===== src/rtl/dhazard_ctrl_if.sv =====
// Decode-stage forwarding/hazard bus: decode instruction fields in, forward selects and stall controls out.
// CNT_W sizes the optional stalled-cycle counter.
interface dhazard_ctrl_if #(
    parameter int CNT_W = 32
);
    logic             d_valid;
    logic [4:0]       d_rs1;
    logic [4:0]       d_rs2;
    logic             d_use1;
    logic             d_use2;
    logic [4:0]       d_rd;
    logic             d_regwrite;
    logic [1:0]       d_wbsel;
    logic             d_mc;
    logic             flush;
    logic [1:0]       fwd1;
    logic [1:0]       fwd2;
    logic             stall_fd;
    logic             bubble_e;
    logic             mc_busy;
    logic [CNT_W-1:0] stall_cnt;

    modport master (
        output d_valid, d_rs1, d_rs2, d_use1, d_use2, d_rd, d_regwrite, d_wbsel, d_mc, flush,
        input  fwd1, fwd2, stall_fd, bubble_e, mc_busy, stall_cnt
    );

    modport slave (
        input  d_valid, d_rs1, d_rs2, d_use1, d_use2, d_rd, d_regwrite, d_wbsel, d_mc, flush,
        output fwd1, fwd2, stall_fd, bubble_e, mc_busy, stall_cnt
    );
endinterface


===== src/rtl/dhazard_ctrl.sv =====
// Decode-side hazard unit: E/M/W shadow scoreboard driving forward selects, stall_fd and bubble_e.
// Selects and stalls are combinational from scoreboard + decode; scoreboard advances every clk.
// Multi-cycle ops hold E for MC_LAT cycles; HAZARD_PERF_EN adds a saturating stalled-cycle counter.
module dhazard_ctrl #(
    parameter int MC_LAT = 4,
    parameter int CNT_W  = 32
) (
    input  logic          clk,
    input  logic          reset,
    dhazard_ctrl_if.slave hz
);
    typedef enum logic [1:0] {
        FWD_RD     = 2'd0,
        FWD_RESULT = 2'd1,
        FWD_PC4    = 2'd2,
        FWD_WD     = 2'd3
    } forward_t;

    typedef struct packed {
        logic       valid;
        logic [4:0] rd;
        logic       regwrite;
        logic [1:0] wbsel;
        logic       mc;
    } sb_entry_t;

    localparam int              MC_W    = $clog2(MC_LAT);
    localparam logic [MC_W-1:0] MC_LOAD = MC_W'(MC_LAT - 1);

    sb_entry_t       e_q, e_d, m_q, m_d, w_q, w_d;
    logic [MC_W-1:0] mc_cnt_q, mc_cnt_d;
    sb_entry_t       dec_entry;
    logic            mc_busy, e_hit, lu_hit, hazard, stall_fd, bubble_e;
    forward_t        fwd1, fwd2;
    logic            unused_w;

    function automatic logic hit(input sb_entry_t ent, input logic [4:0] rs, input logic use_b);
        return ent.valid && ent.regwrite && (ent.rd == rs) && (rs != 5'd0) && use_b;
    endfunction

    // M forwards only ALU or PC+4 results; a load in M falls through to the W check.
    function automatic forward_t fwd_sel(input sb_entry_t m, input sb_entry_t w,
                                         input logic [4:0] rs, input logic use_b);
        if (hit(m, rs, use_b) && m.wbsel == 2'd0) return FWD_RESULT;
        if (hit(m, rs, use_b) && m.wbsel == 2'd1) return FWD_PC4;
        if (hit(w, rs, use_b))                     return FWD_WD;
        return FWD_RD;
    endfunction

    always_comb begin
        mc_busy   = (mc_cnt_q != '0);
        fwd1      = fwd_sel(m_q, w_q, hz.d_rs1, hz.d_use1);
        fwd2      = fwd_sel(m_q, w_q, hz.d_rs2, hz.d_use2);
        e_hit     = hit(e_q, hz.d_rs1, hz.d_use1) || hit(e_q, hz.d_rs2, hz.d_use2);
        lu_hit    = (hit(m_q, hz.d_rs1, hz.d_use1) || hit(m_q, hz.d_rs2, hz.d_use2))
                    && (m_q.wbsel == 2'd2);
        hazard    = (hz.d_valid && (e_hit || lu_hit)) || mc_busy;
        stall_fd  = hazard && !hz.flush;
        bubble_e  = hazard && !mc_busy && !hz.flush;
        dec_entry = '{valid: 1'b1, rd: hz.d_rd, regwrite: hz.d_regwrite,
                      wbsel: hz.d_wbsel, mc: hz.d_mc};

        w_d = m_q;
        if (mc_busy) begin
            // E is held by the multi-cycle op, so M drains rather than receiving a copy.
            m_d = '0;
            e_d = e_q;
        end else begin
            m_d = e_q;
            e_d = (hz.d_valid && !bubble_e) ? dec_entry : '0;
        end
        if (hz.flush) e_d = '0;

        if (hz.flush)                 mc_cnt_d = '0;
        else if (mc_busy)             mc_cnt_d = mc_cnt_q - 1'b1;
        else if (e_d.valid && e_d.mc) mc_cnt_d = MC_LOAD;
        else                          mc_cnt_d = '0;
    end

    always_ff @(posedge clk) begin
        if (reset) begin
            e_q      <= '0;
            m_q      <= '0;
            w_q      <= '0;
            mc_cnt_q <= '0;
        end else begin
            e_q      <= e_d;
            m_q      <= m_d;
            w_q      <= w_d;
            mc_cnt_q <= mc_cnt_d;
        end
    end

    assign unused_w    = ^{w_q.wbsel, w_q.mc};
    assign hz.fwd1     = fwd1;
    assign hz.fwd2     = fwd2;
    assign hz.stall_fd = stall_fd;
    assign hz.bubble_e = bubble_e;
    assign hz.mc_busy  = mc_busy;

`ifdef HAZARD_PERF_EN
    logic [CNT_W-1:0] stall_cnt_q, stall_cnt_d;

    always_comb begin
        stall_cnt_d = stall_cnt_q;
        if (stall_fd && stall_cnt_q != '1) stall_cnt_d = stall_cnt_q + CNT_W'(1);
    end

    always_ff @(posedge clk) begin
        if (reset) stall_cnt_q <= '0;
        else       stall_cnt_q <= stall_cnt_d;
    end

    assign hz.stall_cnt = stall_cnt_q;
`else
    assign hz.stall_cnt = {CNT_W{1'b0}};
`endif
endmodule


===== src/flat_wrapper.sv =====
// flat-port wrapper written by rule: the top's interface ports become plain ports
module dhazard_ctrl_flat 
#(
    parameter int MC_LAT = 4,
    parameter int CNT_W  = 32
)
  (clk, reset, hz_d_valid, hz_d_rs1, hz_d_rs2, hz_d_use1, hz_d_use2, hz_d_rd, hz_d_regwrite, hz_d_wbsel, hz_d_mc, hz_flush, hz_fwd1, hz_fwd2, hz_stall_fd, hz_bubble_e, hz_mc_busy, hz_stall_cnt);
  dhazard_ctrl_if #(.CNT_W(CNT_W)) hz_i ();
  input  logic clk;
  input  logic reset;
  input wire logic [$bits(hz_i.d_valid)-1:0] hz_d_valid;
  input wire logic [$bits(hz_i.d_rs1)-1:0] hz_d_rs1;
  input wire logic [$bits(hz_i.d_rs2)-1:0] hz_d_rs2;
  input wire logic [$bits(hz_i.d_use1)-1:0] hz_d_use1;
  input wire logic [$bits(hz_i.d_use2)-1:0] hz_d_use2;
  input wire logic [$bits(hz_i.d_rd)-1:0] hz_d_rd;
  input wire logic [$bits(hz_i.d_regwrite)-1:0] hz_d_regwrite;
  input wire logic [$bits(hz_i.d_wbsel)-1:0] hz_d_wbsel;
  input wire logic [$bits(hz_i.d_mc)-1:0] hz_d_mc;
  input wire logic [$bits(hz_i.flush)-1:0] hz_flush;
  output wire logic [$bits(hz_i.fwd1)-1:0] hz_fwd1;
  output wire logic [$bits(hz_i.fwd2)-1:0] hz_fwd2;
  output wire logic [$bits(hz_i.stall_fd)-1:0] hz_stall_fd;
  output wire logic [$bits(hz_i.bubble_e)-1:0] hz_bubble_e;
  output wire logic [$bits(hz_i.mc_busy)-1:0] hz_mc_busy;
  output wire logic [$bits(hz_i.stall_cnt)-1:0] hz_stall_cnt;
  assign hz_i.d_valid = hz_d_valid;
  assign hz_i.d_rs1 = hz_d_rs1;
  assign hz_i.d_rs2 = hz_d_rs2;
  assign hz_i.d_use1 = hz_d_use1;
  assign hz_i.d_use2 = hz_d_use2;
  assign hz_i.d_rd = hz_d_rd;
  assign hz_i.d_regwrite = hz_d_regwrite;
  assign hz_i.d_wbsel = hz_d_wbsel;
  assign hz_i.d_mc = hz_d_mc;
  assign hz_i.flush = hz_flush;
  assign hz_fwd1 = hz_i.fwd1;
  assign hz_fwd2 = hz_i.fwd2;
  assign hz_stall_fd = hz_i.stall_fd;
  assign hz_bubble_e = hz_i.bubble_e;
  assign hz_mc_busy = hz_i.mc_busy;
  assign hz_stall_cnt = hz_i.stall_cnt;
  dhazard_ctrl #(.MC_LAT(MC_LAT), .CNT_W(CNT_W)) u_core (.clk(clk), .reset(reset), .hz(hz_i));
endmodule

===== config.mk =====
export PLATFORM = sky130hd
export DESIGN_NAME = dhazard_ctrl_flat
export DESIGN_NICKNAME = d
export VERILOG_FILES = /design/src/rtl/dhazard_ctrl_if.sv /design/src/rtl/dhazard_ctrl.sv /design/src/flat_wrapper.sv
export SDC_FILE = /design/constraint.sdc
export NUM_CORES = 1
export LEC_CHECK = 0
export ABC_AREA = 1
export CAP_MARGIN = 40
export CORE_AREA = 2 2 58 81
export CTS_CLUSTER_SIZE = 40
export DETAILED_ROUTE_END_ITERATION = 6
export DIE_AREA = 0 0 60 83
export PLACE_DENSITY = 0.74
export SLEW_MARGIN = 15
export SYNTH_ARGS = -nofsm -noshare
export SYNTH_HDL_FRONTEND = slang
export SYNTH_SLANG_ARGS = --single-unit

===== constraint.sdc =====
create_clock -name clk -period 1.9 [get_ports clk]
set_input_delay 0.285 -clock clk [delete_from_list [all_inputs] [get_ports clk]]
set_output_delay 0.285 -clock clk [all_outputs]
set_load 0.02 [all_outputs]

==> impl_metrics.json <==
{
  "track_usage_pct": 17.1,
  "netlist_top_cells_area": "dfxtp_1 30%, nand2_1 15%, buf_4 13%",
  "layout.nets": 376,
  "async_flop_share_pct": 0,
  "final.setup.worst_slack_ns": -0.0817,
  "synthSimpleGateAreaFrac_pct": 31.8,
  "yosysMostFrequentCell": "nand2_1",
  "synth_compound_area_share_pct": 9.05,
  "synth_edf_count": 0,
  "maxCapViolCount": 0,
  "drt_iter0_drc": 29,
  "holdBufCountCts": 0,
  "synth_cells": 283,
  "synthAdderAreaFrac_pct": 0,
  "yosysTopAreaCell": "dfxtp_1",
  "design_area_um2": 2540,
  "vias": 1828,
  "io_buffer_count": 31,
  "clock.fmax_mhz": 505,
  "tns_ns": -0.291,
  "min_path_type": "flop to flop",
  "final_antenna_net_count": 0,
  "grt_antenna_before_repair": 0,
  "ios": 64,
  "critPathKind": "flop to output port",
  "synthXorXnorAreaFrac_pct": 5.68,
  "syn2layout_area_growth_pct": 37.1,
  "grt_pass1_vias": 1697,
  "die_w_um": 60,
  "fin_crit_sh_pct": 104,
  "overflow": 0,
  "violations": "setup timing",
  "peakVddDrop_mv": 0.349,
  "synthMuxAreaShare_pct": 0,
  "critPathRequiredTime_ns": 1.62,
  "dpl_cell_area_um2": 2350,
  "synthTopCellsByCount": "74 x nand2_1, 39 x inv_1, 32 x buf_4",
  "firstDrtPassIters": 4,
  "h-tree-depth": 1,
  "pre_cts_ws_ns": -0.780,
  "start_util_pct": 43.7,
  "synth-main-ff-cell": "dfxtp_1",
  "synth_top_area_share_pct": 30.3,
  "drc": 0,
  "grt_pass1_wl_um": 6840,
  "clock_skew_ns": 0.00228,
  "synth.avg_cell_area_um2": 6.54,
  "rows": 28,
  "synth_area_um2": 1850,
  "reg2reg_depth": 12,
  "clk-insertion-delay-late_ns": 0.27,
  "crit_fanout": 3,
  "clk_root_buffer_cell": "clkbuf_8",
  "final_cells": 410,
  "wl_per_cell_um": 10.5,
  "yosys_warnings": 0,
  "ys_seq_area_share_pct": 30.3,
  "cts.sinks": 28,
  "cts_made_buffers": 3,
  "vias_per_cell": 4.46,
  "design_power_total_mw": 1.25,
  "placed_cells": 402,
  "core_um2": 4240,
  "place.gp.congestion": 0.905,
  "synth.distinct_cells": 30,
  "crit_path_end_kind": "output port",
  "worst_setup_path_start_kind": "flop",
  "cts_tree": "done",
  "finalWirelength_um": 4320,
  "holdWs_ns": 0.432,
  "rsz0062_at_grt": "true",
  "ys_ff_latch": 28,
  "setup_viol": 5,
  "arrival_ns": 1.70,
  "final_util_pct": 59.9,
  "holdPathStages": 2,
  "clockBufferDepth": 2,
  "status": "complete, but fails checks",
  "drive_gt1_share_pct": 28.3,
  "report.final.slew_viol_count": 0,
  "p_leak_nw": 1.22,
  "die_area_um2": 4980,
  "fin_crit_ns": 1.98,
  "clkTransAtPathRegs_ns": 0.09,
  "fp.dieH_um": 83,
  "hold_violations": 0,
  "dp_hpwl_um": 3360,
  "grt_max_degree": 16,
  "antenna_cells": 0,
  "synth_top_family_by_area": "simple AND/OR/NAND/NOR gates",
  "p_per_area_nw_per_um2": 493
}
report_power, final:
group          internal (mW)  switching [mW]  leakage (nW)
Clock                  0.185           0.180        0.0288
Sequential             0.599          0.0111         0.232
Combinational          0.109           0.168         0.957
Total                  0.893           0.359          1.22
flip-flops by register name, indices dropped and copies added, names as in the netlist:
name,flops
u_core.mc_cnt_q,2
u_core.e_q,10
u_core.m_q,9
u_core.w_q,7
kinds of logic (layout without fill, tap and decap cells):
family                    Yosys count  count (layout)
AOI/OAI and AO/OA                  28              28
xor gates and xnor gates           12              12
buffers and inverters              81             117
DFF                                28              28
other                               1              32
and+or+nand+nor                   133             133
worst paths after layout:
kind / start / to / slack (ns)
min reg2reg: u_core.e_q[2] / u_core.m_q[2] / 0.43
max reg2reg: u_core.m_q[7] / u_core.e_q[2] / 0.29
min: u_core.e_q[2] / u_core.m_q[2] / 0.43
max: u_core.m_q[7] / hz_fwd2[1] / -0.08
what timing repair did:
| item | 4_1_cts | 5_1_grt |
|---|---|---|
| gates resized for setup | 70 | 27 |
| endpoints found under the setup margin | 6 | 7 |
| pin swaps | 11 | 11 |
| setup buffers | 4 | 0 |
area by class of cell:
| cell class | instances | area [µm²] |
|---|---|---|
| Multi-Input combinational cell | 205 | 1090 |
| Inverter | 44 | 165 |
| Sequential cell | 28 | 574 |
| Timing Repair Buffer | 69 | 579 |
| Fill cell | 417 | 1700 |
| Tap cell | 60 | 75.1 |
| Clock buffer | 4 | 55.1 |
critical path, stage by stage (launching register included):
cell,delay [ns]
dfxtp_2,0.35
buf_6,0.11
a21oi_2,0.10
nand2_1,0.07
nor2_2,0.16
buf_4,0.14
buf_4,0.09
nand4_1,0.10
o21ai_1,0.11
inv_1,0.06
buf_6,0.13
routing by layer:
metal  vias up  share of wire, %  global-route usage, %
met1       814                39                   19.2
met2        71                54                   31.2
met4         0               2.3                   6.26
met5         -                 0                      0
met3         9               5.3                   2.02
li1        934                 -                      -
cell usage in the layout, fill, tap and decap left out, types with 10 or more instances in the layout:
master and n:
a21oi_1 17, conb_1 32, buf_4 40, inv_1 34
dfxtp_1 19, inv_2 10, clkdlybuf4s50_1 12, nor2_1 24
nand2_1 68
No activity file was read; power rests on OpenSTA's default activity.
